==> config.mk <==
export PLATFORM = sky130hd
export DESIGN_NAME = audio_decim_fifo
export DESIGN_NICKNAME = d
export VERILOG_FILES = /design/src/rtl/audio_decim_fifo.sv
export SDC_FILE = /design/constraint.sdc
export NUM_CORES = 1
export LEC_CHECK = 0
export CORE_MARGIN = 2
export CORE_UTILIZATION = 40
export DETAILED_ROUTE_END_ITERATION = 10
export DONT_BUFFER_PORTS = 1
export PLACE_DENSITY = 0.58
export SLEW_MARGIN = 20
export SYNTH_ARGS = -nofsm -noshare
export SYNTH_HDL_FRONTEND = slang
export SYNTH_SLANG_ARGS = --single-unit
==> constraint.sdc <==
create_clock -name clk -period 2.7 [get_ports clk]
set_input_delay 0.405 -clock clk [delete_from_list [all_inputs] [get_ports clk]]
set_output_delay 0.405 -clock clk [all_outputs]
set_load 0.1 [all_outputs]
==> src/rtl/audio_decim_fifo.sv <==
// Boxcar decimator (accumulate-and-dump by 2**DECIM_LOG2) feeding a small
// first-word-fall-through FIFO with valid/ready output and sticky overrun flag.
module audio_decim_fifo #(
   parameter int WIDTH      = 16,
   parameter int DECIM_LOG2 = 3,
   parameter int FIFO_AW    = 2
) (
   input  logic               clk,
   input  logic               rst_n,
   input  logic               sample_vld_i,
   input  logic [WIDTH-1:0]   data_i,
   input  logic               clear_i,
   output logic [WIDTH-1:0]   data_o,
   output logic               valid_o,
   input  logic               ready_i,
   output logic               overrun_o,
   output logic [FIFO_AW:0]   level_o
);

   localparam int ACC_W = WIDTH + DECIM_LOG2;
   localparam int DEPTH = 1 << FIFO_AW;
   localparam logic [FIFO_AW:0] FULL_LEVEL = (FIFO_AW + 1)'(DEPTH);

   logic signed [ACC_W-1:0] acc_reg, acc_next;
   logic [DECIM_LOG2-1:0]   cnt_reg, cnt_next;
   logic [FIFO_AW:0]        wr_ptr_reg, wr_ptr_next;
   logic [FIFO_AW:0]        rd_ptr_reg, rd_ptr_next;
   logic                    overrun_reg, overrun_next;
   logic [WIDTH-1:0]        mem_reg [DEPTH];

   logic signed [ACC_W-1:0] data_ext;
   logic signed [ACC_W-1:0] sum;
   logic [WIDTH-1:0]        result;
   logic                    dump;
   logic                    full;
   logic                    pop;
   logic                    push_ok;
   logic                    mem_we;

   assign data_ext = $signed({{DECIM_LOG2{data_i[WIDTH-1]}}, data_i});
   assign sum      = acc_reg + data_ext;
   // Dropping the low bits of the signed sum is a floor-rounded arithmetic shift.
   assign result   = sum[ACC_W-1:DECIM_LOG2];

   assign level_o   = wr_ptr_reg - rd_ptr_reg;
   assign valid_o   = (level_o != '0);
   assign full      = (level_o == FULL_LEVEL);
   assign overrun_o = overrun_reg;
   assign data_o    = mem_reg[rd_ptr_reg[FIFO_AW-1:0]];

   assign dump    = sample_vld_i && (cnt_reg == {DECIM_LOG2{1'b1}});
   assign pop     = valid_o && ready_i;
   assign push_ok = dump && (!full || pop);
   assign mem_we  = push_ok && !clear_i;

   always_comb begin
      acc_next     = acc_reg;
      cnt_next     = cnt_reg;
      wr_ptr_next  = wr_ptr_reg;
      rd_ptr_next  = rd_ptr_reg;
      overrun_next = overrun_reg;
      if (clear_i) begin
         acc_next     = '0;
         cnt_next     = '0;
         wr_ptr_next  = '0;
         rd_ptr_next  = '0;
         overrun_next = 1'b0;
      end else begin
         if (sample_vld_i) begin
            if (dump) begin
               acc_next = '0;
               cnt_next = '0;
            end else begin
               acc_next = sum;
               cnt_next = cnt_reg + 1'b1;
            end
         end
         if (push_ok)
            wr_ptr_next = wr_ptr_reg + 1'b1;
         if (pop)
            rd_ptr_next = rd_ptr_reg + 1'b1;
         if (dump && full && !pop)
            overrun_next = 1'b1;
      end
   end

   always_ff @(posedge clk or negedge rst_n) begin
      if (!rst_n) begin
         acc_reg     <= '0;
         cnt_reg     <= '0;
         wr_ptr_reg  <= '0;
         rd_ptr_reg  <= '0;
         overrun_reg <= 1'b0;
      end else begin
         acc_reg     <= acc_next;
         cnt_reg     <= cnt_next;
         wr_ptr_reg  <= wr_ptr_next;
         rd_ptr_reg  <= rd_ptr_next;
         overrun_reg <= overrun_next;
      end
   end

   // Storage is cleared with the pointers so an empty FIFO's head reads zero.
   generate
      for (genvar gi = 0; gi < DEPTH; gi++) begin : g_mem
         always_ff @(posedge clk or negedge rst_n) begin
            if (!rst_n)
               mem_reg[gi] <= '0;
            else if (clear_i)
               mem_reg[gi] <= '0;
            else if (mem_we && (wr_ptr_reg[FIFO_AW-1:0] == FIFO_AW'(gi)))
               mem_reg[gi] <= result;
         end
      end
   endgenerate

endmodule

Word level (Yosys, flattened, before mapping):

Cells that the tools add are included.

* bits in registers: 93
* input bits: 21
* output and inout bits: 21
* logic and storage cells: 68

* add/subtract/negate cells: 5
* $lt $le $gt $ge: 1
* equality and inequality tests: 5
* multiplexer cells: 23
* bitwise operators: 1
* reduce and logical (&&, ||, !) cells: 24

Operators by type and width (count)
* 16-bit 2-to-1 mux: 10
* 19-bit 2-to-1 mux: 3
* 16-bit binary-select mux with 2-bit select: 1
* 3-bit 2-to-1 mux: 7
* 19-bit by 16-bit adder with 19-bit output: 1
* 2-bit nonzero test: 8
* 1-bit logical AND: 10
* 3-bit by 1-bit adder with 3-bit output, second input constant: 3
* 3-bit equality test, second input constant: 2
* 2-bit equality test, second input constant: 2
* 3-bit greater-or-equal comparator, second input constant: 1
* 1-bit zero test: 3
* 2-bit inverter with 3-bit output: 1
* 3-bit nonzero test: 1
* 3-bit subtractor: 1
* 2-bit by 1-bit equality test with 1-bit output, second input constant: 1
* 2-bit zero test: 1
* 1-bit 2-to-1 mux: 2
* 1-bit logical OR: 1

Depth between registers and ports, before layout:

Gate-level depths: netlist (run 1).

* depth after elaboration: 9
* mapped depth: 10
* depth with buffers taken out: 9

Worst setup path before layout (run 1):

OpenSTA, ideal clock, no wires.

* path type: register to register
* start point: register wr_ptr_reg[0]
* end point: register mem_reg[44] (netlist bit)
* setup time: 0.127 ns
* arrival time: 2.906 ns
* required time: 2.573 ns
* setup slack: -0.334 ns
* stages on the path, launching flop included: 10
* buffers on the path: 1
* period minus slack after synthesis: 3.034 ns
* path through: dfrtp_1 > inv_1 > ha_1 > fa_1 > inv_1 > nor4_4 > nor2_8 > a21oi_4 > buf_6 > mux2_1

* longest elaborated chain between the ends: 8
* elaborated cells on any way between the ends: 11
* classes of those cells: add/sub (1); eq/ne (2); reduce/logical (8)

Ends and longest elaborated chain
* start, declared: line 26 `logic [FIFO_AW:0] wr_ptr_reg, wr_ptr_next;`
* start signal, assigned: line 97 `wr_ptr_reg <= wr_ptr_next;`
* 3-bit subtractor *: line 45 `assign level_o = wr_ptr_reg - rd_ptr_reg;`
* via level_o[1]: line 17 `output logic [FIFO_AW:0] level_o`
* 3-bit equality test or 3-bit nonzero test (tied branches): line 47, 46
* 1-bit zero test or 1-bit logical AND (tied branches): line 53, 52
* 1-bit logical OR *: line 53 `assign push_ok = dump && (!full || pop);`
* 1-bit logical AND *: line 53
* 1-bit logical AND *: line 54 `assign mem_we = push_ok && !clear_i;`
* 1-bit logical AND *: line 111 `else if (mem_we && (wr_ptr_reg[FIFO_AW-1:0] == FIFO_AW'(gi)))`
* 2-bit nonzero test (no source line) *
* end signal, assigned by index: line 112 `mem_reg[gi] <= result;`
* end, declared: line 29 `logic [WIDTH-1:0] mem_reg [DEPTH];`

Mark *: on every way through the listed nets, which the timed path passes. The rest lies on a longest branch.
A chain may end at the register's enable or synchronous reset.

Worst setup path after layout (run 1):

* start point: register rd_ptr_reg[0]
* end point: register mem_reg[26] (netlist bit)

* longest elaborated chain between the ends: 8
* elaborated cells on any way between the ends: 10
* classes of those cells: add/sub (1); eq/ne (1); reduce/logical (8)

Ends and longest elaborated chain
* start, declared: line 27 `logic [FIFO_AW:0] rd_ptr_reg, rd_ptr_next;`
* start signal, assigned: line 98 `rd_ptr_reg <= rd_ptr_next;`
* 3-bit subtractor *: line 45
* 3-bit equality test or 3-bit nonzero test (tied branches): line 47, 46
* 1-bit zero test or 1-bit logical AND (tied branches): line 53, 52
* 1-bit logical OR *: line 53
* 1-bit logical AND *: line 53
* 1-bit logical AND *: line 54
* 1-bit logical AND *: line 111
* 2-bit nonzero test (no source line) *

Every way passes the cells marked *; elsewhere a longest branch is shown, timed or not.

==> impl_results.md, run 1 <==
- Cells along the critical path: ha_4 > fa_2 > clkinvlp_4 > nor4_4 > buf_4 > nor2_8 > a21oi_4 > buf_4 > nor2_1 > a22o_1
- Input/output buffers: 0
- Clock tree from TritonCTS: built
- CP startpoint kind: flip-flop
- Kind of capture point of the worst setup path: flip-flop
- Ratio of cells with drive above 1 in the final layout: 18.9%
- Max Cap Violations: 0
- Worst slack at placement: 28.5 ps
- Setup repair after global routing missed its margin: yes
- Cell Area, Synth: around 5300 um^2
- CTS Sinks: 93
- Primary flip-flop cell chosen by synthesis mapping: sky130_fd_sc_hd__dfrtp_1
- Slew at the pin closest to its max-slew limit: between 900 and 1000 ps
- Highest net fanout along the worst path: 10
- Count of endpoints failing setup in the final report: 0
- Peak Freq: 390 MHz
- Clock latency at the later pin of the worst-skew pair: approximately 350 ps
- Number of library cell types mapped by synthesis: 56
- Number of standard cells in the final layout excluding fillers: 704
- Remaining global-route overflow: 0
- Minimum period implied by the final worst setup slack: 2560 ps
- Final Hold Vio Count: 0
- Result of the run: complete, no violations
- Final Routed Wirelength: 13,300 um
- Hold Path End: overrun_o
- Power Total: ~5.5 mW
- Synth warnings: 0
- Critical setup path kind: reg2reg
- Final core utilization: 46.3%
- Top-level I/O count: 42
- Ratio of total power to cell area: roughly 910 nW/um^2
- Master cell of the clock root buffer: sky130_fd_sc_hd__clkbuf_16
- WP data required: 2940 ps
- P_leak: roughly 2.7 nW
- Critical path arrival: 2810 ps
- Starting Density: between 40% and 50%
- Mean routed wirelength per cell: roughly 19 um
- Hold Worst Slack: 114 ps
- Post-route clock period utilization: a little over nine tenths
- DR pass1 iterations: 5
- Clock H-tree levels: 3
- Inst Count DP: between 600 and 700
- Final max-slew violation count: 0
- Diode insertion count for antenna repair: 0
- Net count reported at finish: 572
- Clock transition time at the flip-flop clock pins of the worst setup and hold paths: roughly 70 ps
- Number of enable flip-flop cells after synthesis: 0
- CP delay by family, top: adder cells
- Final weighted congestion of routability-driven global placement: around 0.94
- Worst reg2reg path endpoint: mem_reg[26]
- Sequential cell area: between 2000 and 2500 um^2
- Layout overhead on the synthesized area: 14.7%
- CTS Buffer Depth: 2
- Std cell rows: 42
- Vias post-DR: ~4,000
- Cell taking the most area after synthesis: sky130_fd_sc_hd__dfrtp_1
- Pin count of the biggest net entering global routing: 94
- Minimum setup slack among reg-to-reg paths: approximately 140 ps
- Wire length of the first global-routing pass: ~21,000 um
- Maximum vdd ir drop: around 0.30 mV
- Fraction of registers with async set/reset: 100%
- Half-perimeter wire length after placement: between 9000 and 10,000 um
- Antenna violations before repair: 0
- PnR worst setup slack: about 140 ps
- Clock buffer count from CTS: 9
- Number of cells on the worst hold path: 1
- Multi-input gate area in the final layout: ~2800 um^2
- Number of cells on the worst reg-to-reg path: 10
- Synth Area per Inst: 10.4 um^2
- Fraction of synthesized cell area taken by the top area cell type: 44.0%
- Startpoint of the worst register-to-register path: rd_ptr_reg[0]
- Synth area leaders: sky130_fd_sc_hd__dfrtp_1 44%, sky130_fd_sc_hd__mux4_2 6.8%, sky130_fd_sc_hd__ha_1 6.2%, sky130_fd_sc_hd__o21ai_0 5.7%, sky130_fd_sc_hd__nand2_1 5.0%
- Maximum clock skew at final layout: 6.74 ps
- Post-route DRC violation count: 0
- Path class of the lowest-slack min-delay path: in2reg
- Cells after Synth: slightly above 500
- Most frequent cell on the critical path: sky130_fd_sc_hd__buf_4
- Chip Width: 119 um
- Number of synthesized register bits: between 90 and 100
- Max FFs per register: 64
- Die height: between 100 and 150 um
- Routed via count divided by cell count: about 5.7
- Area of the die: between 10,000 and 15,000 um^2
- Max stage delay on crit path: approximately 570 ps
- Fraction of the yosys area taken by sequential cells: between 40% and 50%
- Fillers: 1,214
- Min-delay src: clear_i
- Crit path buffers/inverters: 3
- Cell at the slowest stage of the critical path: sky130_fd_sc_hd__fa_2
- Area of the core: 13,100 um^2
- Number of global-route vias before repair: 3,973
- Global router's overall resource usage: 19.5%
- Headroom to the max-slew limit: roughly 40%
- DRT iter0 DRCs: 280
- Antenna-violating nets left: 0
- Number of nets produced by synthesis: ~560
cells by family (layout without fill, tap and decap cells):
logic type	count (synthesis)	count (layout)	synth area share (%)
DFF	93	93	44.0
adders and majority gates	28	28	6.91
xor gates and xnor gates	17	17	3.36
buffers and inverters	38	58	3.64
and+or+nand+nor	156	156	14.3
AOI/OAI and AO/OA	146	146	18.0
muxes	30	30	9.78
synthesized netlist by cell type, types with 5 or more instances:
cell type,n
sky130_fd_sc_hd__a211oi_1,5
sky130_fd_sc_hd__a21o_1,7
sky130_fd_sc_hd__a21oi_1,23
sky130_fd_sc_hd__a221o_1,6
sky130_fd_sc_hd__a22o_1,7
sky130_fd_sc_hd__buf_2,7
sky130_fd_sc_hd__clkbuf_1,12
sky130_fd_sc_hd__dfrtp_1,93
sky130_fd_sc_hd__ha_1,26
sky130_fd_sc_hd__inv_1,11
sky130_fd_sc_hd__mux2_2,10
sky130_fd_sc_hd__mux4_2,16
sky130_fd_sc_hd__nand2_1,71
sky130_fd_sc_hd__nand2b_1,6
sky130_fd_sc_hd__nand3b_1,5
sky130_fd_sc_hd__nand4_1,5
sky130_fd_sc_hd__nor2_1,30
sky130_fd_sc_hd__nor3_1,7
sky130_fd_sc_hd__nor4_1,6
sky130_fd_sc_hd__o21ai_0,60
sky130_fd_sc_hd__o31ai_1,7
sky130_fd_sc_hd__or2_2,7
sky130_fd_sc_hd__xnor2_1,10
sky130_fd_sc_hd__xor2_1,5
cell type report:
class	count	area share [%]
inverter	11	0.743
clock inverter	3	0.702
tap	176	3.63
clock buffer	13	4.46
timing repair buffer	31	5.24
multi-input combinational	377	46.8
sequential	93	38.4
layer usage:
layer  share of wire [%]  up-vias  global-route usage, %  wire, um
li1                    -     1886                      -         -
met1                  46     2003                   27.0      6160
met2                  48      111                   30.5      6370
met3                 4.4       15                   4.02       589
met4                 1.5        0                   6.85       197
met5                   0        -                      0         0
through the flow:
| stage | TNS [ps] | cell area [um^2] |
|---|---|---|
| 2_1_floorplan | -10730 | 5340 |
| 3_3_place_gp | 0 | 5650 |
| 3_5_place_dp | 0 | 5650 |
| 4_1_cts | 0 | 6000 |
| 5_1_grt | -83.2 | 6060 |
| 6_report | 0 | 6060 |
cell usage in the layout, fill, tap and decap left out, types with 5 or more instances in the layout:
master and instances:
sky130_fd_sc_hd__dfrtp_1 93, sky130_fd_sc_hd__inv_1 9, sky130_fd_sc_hd__a221o_1 6, sky130_fd_sc_hd__o31ai_1 7, sky130_fd_sc_hd__nand2b_1 6, sky130_fd_sc_hd__nand3b_1 5
sky130_fd_sc_hd__ha_1 25, sky130_fd_sc_hd__nor2_1 30, sky130_fd_sc_hd__or2_2 6, sky130_fd_sc_hd__o21ai_1 13, sky130_fd_sc_hd__a211oi_1 5, sky130_fd_sc_hd__xnor2_1 8
sky130_fd_sc_hd__nor4_1 6, sky130_fd_sc_hd__xor2_1 5, sky130_fd_sc_hd__a22o_1 7, sky130_fd_sc_hd__o21ai_0 49, sky130_fd_sc_hd__a21o_1 7, sky130_fd_sc_hd__mux2_2 7
sky130_fd_sc_hd__a21oi_1 21, sky130_fd_sc_hd__nand4_1 5, sky130_fd_sc_hd__mux4_2 16, sky130_fd_sc_hd__nand2_1 71, sky130_fd_sc_hd__nor3_1 7, sky130_fd_sc_hd__buf_4 24
sky130_fd_sc_hd__clkbuf_16 9, sky130_fd_sc_hd__buf_12 5, sky130_fd_sc_hd__mux2_4 6
repair_timing:
item / in CTS / in global routing
hold buffers: 2 / 0
setup buffers: 0 / 2
endpoints found under the setup margin: 0 / 44
gates resized for setup: 0 / 9
endpoints found under the hold margin: 93 / 0
worst register-to-register path, cell delays in order, from the launching register on:
cell and delay [ps]:
sky130_fd_sc_hd__dfrtp_1 420, sky130_fd_sc_hd__ha_4 180, sky130_fd_sc_hd__fa_2 570, sky130_fd_sc_hd__clkinvlp_4 110, sky130_fd_sc_hd__nor4_4 200, sky130_fd_sc_hd__buf_4 180, sky130_fd_sc_hd__nor2_8 60, sky130_fd_sc_hd__a21oi_4 300
sky130_fd_sc_hd__buf_4 220, sky130_fd_sc_hd__nor2_1 50, sky130_fd_sc_hd__a22o_1 170
report_power, final:
group | leakage, nW | internal (mW) | switching [mW]
logic | 1.31 | 0.698 | 1.66
clock network | 0.152 | 0.792 | 0.538
registers | 1.22 | 1.65 | 0.149
total | 2.68 | 3.14 | 2.35
worst max-delay path by stage:
stage	start	end	slack, ps	depth (start not counted)
final	rd_ptr_reg[0]	mem_reg[26]	140	10
after global placement	data_i[0]	mem_reg[61]	120	8
after detailed placement	data_i[0]	mem_reg[63]	30	8
after CTS	acc_reg[0]	mem_reg[63]	50	8
after global routing	acc_reg[0]	mem_reg[31]	-40	8
after floorplan	wr_ptr_reg[0]	mem_reg[44]	-320	9
Power figures use the tool's default switching activity.
==> run 2: changes to the inputs <==
- SETUP_SLACK_MARGIN: unset -> 0.05
- TNS_END_PERCENT: unset -> 50
==> run 2 against run 1 <==
- cell count increased by 1.1%
- utilization increased by 0.71 points
- routed wire length increased by 2.7%
- die area unchanged
- first-iteration DRC count decreased by 9.3%
- largest cell class unchanged
==> impl_results.md, run 2 (synthesized netlist as in run 1, its figures left out) <==
- Chip Width: about 120 um
- Most common library cell in the layout ignoring fill and taps: sky130_fd_sc_hd__dfrtp_1
- Slew at the pin closest to its max-slew limit: between 800 and 900 ps
- CTS Buffer Depth: 2
- Net count reported at finish: 580
- P_leak: between 2 and 3 nW
- Clock buffer count from CTS: 9
- Pin count of the biggest net entering global routing: 94
- Std cell rows: 42
- Peak Freq: 388 MHz
- Diode insertion count for antenna repair: 0
- Area of the core: 13,100 um^2
- Routed via count divided by cell count: 5.64
- Number of global-route vias before repair: between 3,000 and 4,000
- CP startpoint kind: flip-flop
- Final max-slew violation count: 0
- Inst Count DP: a little under 700
- Maximum vdd ir drop: 0.330 mV
- Headroom to the max-slew limit: 40.1%
- Final Routed Wirelength: around 14,000 um
- Ratio of cells with drive above 1 in the final layout: between 20% and 30%
- Clock latency at the later pin of the worst-skew pair: ~350 ps
- Result of the run: complete, no violations
- Wire length of the first global-routing pass: 21,200 um
- DR pass1 iterations: 4
- Setup TNS Final: 0 ps
- Setup repair after global routing missed its margin: yes
- Maximum clock skew at final layout: 4.85 ps
- Max FFs per register: 64
- Final core utilization: a little under half
- Antenna-violating nets left: 0
- Clock H-tree levels: 3
- Max Cap Violations: 0
- Minimum period implied by the final worst setup slack: 2580 ps
- Commonest cells after routing, fill and taps aside: 93 x sky130_fd_sc_hd__dfrtp_1, 71 x sky130_fd_sc_hd__nand2_1, 52 x sky130_fd_sc_hd__o21ai_0, 30 x sky130_fd_sc_hd__nor2_1, 28 x sky130_fd_sc_hd__buf_4
- Critical setup path kind: reg2reg
- Number of standard cells in the final layout excluding fillers: around 710
- Post-route DRC violation count: 0
- WP data required: 2930 ps
- Highest net fanout along the worst path: 8
- Post-route clock period utilization: 95.4%
- Starting Density: roughly two fifths
- Clock tree from TritonCTS: built
- Final design instance area without fill: 6150 um^2
- Fillers: about 1,200
- Antenna violations before repair: 0
- Area of the die: ~14,000 um^2
- Remaining global-route overflow: 0
- Top-level I/O count: 42
- Ratio of total power to cell area: slightly below 900 nW/um^2
- Layout overhead on the synthesized area: 16.4%
- DRT iter0 DRCs: 254
- Master cell of the clock root buffer: sky130_fd_sc_hd__clkbuf_16
- Worst slack at placement: 22.9 ps
- Hold Worst Slack: 122 ps
- Clock transition time at the flip-flop clock pins of the worst setup and hold paths: ~60 ps
- Die height: ~120 um
- Kind of capture point of the worst setup path: flip-flop
- Count of endpoints failing setup in the final report: 0
- Cell area after placement: ~5600 um^2
- PnR worst setup slack: about 120 ps
- Path class of the lowest-slack min-delay path: in2reg
- Final Hold Vio Count: 0
- Final weighted congestion of routability-driven global placement: between 0.8 and 0.9
- Critical path arrival: around 2800 ps
- Global router's overall resource usage: 19.2%
- Power Total: approximately 5.4 mW
- Input/output buffers: 0
- CTS Sinks: 93
- Half-perimeter wire length after placement: 8990 um
- Mean routed wirelength per cell: 19.2 um
- Vias post-DR: roughly 4,000
[run 2: changes by cell type in the layout (fill, tap and decap cells not counted), sizes merged]
cell	previous run	this run
clkinvlp	2	4
inv	10	11
buf	30	34
clkbuf	13	15
bufinv	1	0
[run 2: layer usage]
layer | routed length, um | global-route usage, % | share of wire, %
met3 | 777 | 3.93 | 5.7
met4 | 198 | 6.92 | 1.4
met1 | 6360 | 27.2 | 46
met5 | 0 | 0 | 0
met2 | 6350 | 29.2 | 46
[run 2: layout make-up]
| class | count | area (um^2) | share of cell area, % |
|---|---|---|---|
| Sequential cell | 93 | 2330 | 37.8 |
| Inverter | 11 | 45.0 | 0.732 |
| Timing Repair Buffer | 39 | 448 | 7.28 |
| Tap cell | 176 | 220 | 3.58 |
| Clock buffer | 11 | 233 | 3.78 |
| Multi-Input combinational cell | 377 | 2840 | 46.2 |
| Clock inverter | 5 | 36.3 | 0.590 |
[run 2: worst paths after layout]
check / from / endpoint / slack (ps) / cells after the start
worst max-delay path: rd_ptr_reg[0] / mem_reg[13] / 120 / 10
worst min-delay path: clear_i / rd_ptr_reg[2] / 120 / 1
worst max register to register: rd_ptr_reg[0] / mem_reg[13] / 120 / 10
worst min register to register: mem_reg[32] / mem_reg[32] / 480 / 2
max in group asynchronous: rst_n / rd_ptr_reg[0] / 1690 / 2
min in group asynchronous: rst_n / mem_reg[54] / 630 / 2
[run 2: timing repair]
action / in CTS / in global routing
endpoints found under the hold margin: 93 / 2
resized for setup: 0 / 12
setup buffers: 0 / 9
hold buffers: 1 / 1
setup endpoints to repair: 0 / 51
[run 2: worst max-delay path, cell delays in order (launching register included)]
cell and delay (ps):
sky130_fd_sc_hd__dfrtp_1 410, sky130_fd_sc_hd__ha_4 170, sky130_fd_sc_hd__fa_1 540, sky130_fd_sc_hd__clkinvlp_4 130, sky130_fd_sc_hd__nor4_4 260, sky130_fd_sc_hd__buf_4 180
sky130_fd_sc_hd__nor2_8 60, sky130_fd_sc_hd__a21oi_4 200, sky130_fd_sc_hd__buf_12 150, sky130_fd_sc_hd__nor3_1 50, sky130_fd_sc_hd__a221o_1 310
[run 2: where the power goes]
part	switching (mW)	leakage (nW)	internal, mW
combinational	1.66	1.39	0.712
sequential	0.148	1.22	1.65
clock	0.550	0.122	0.626
total	2.36	2.73	2.99
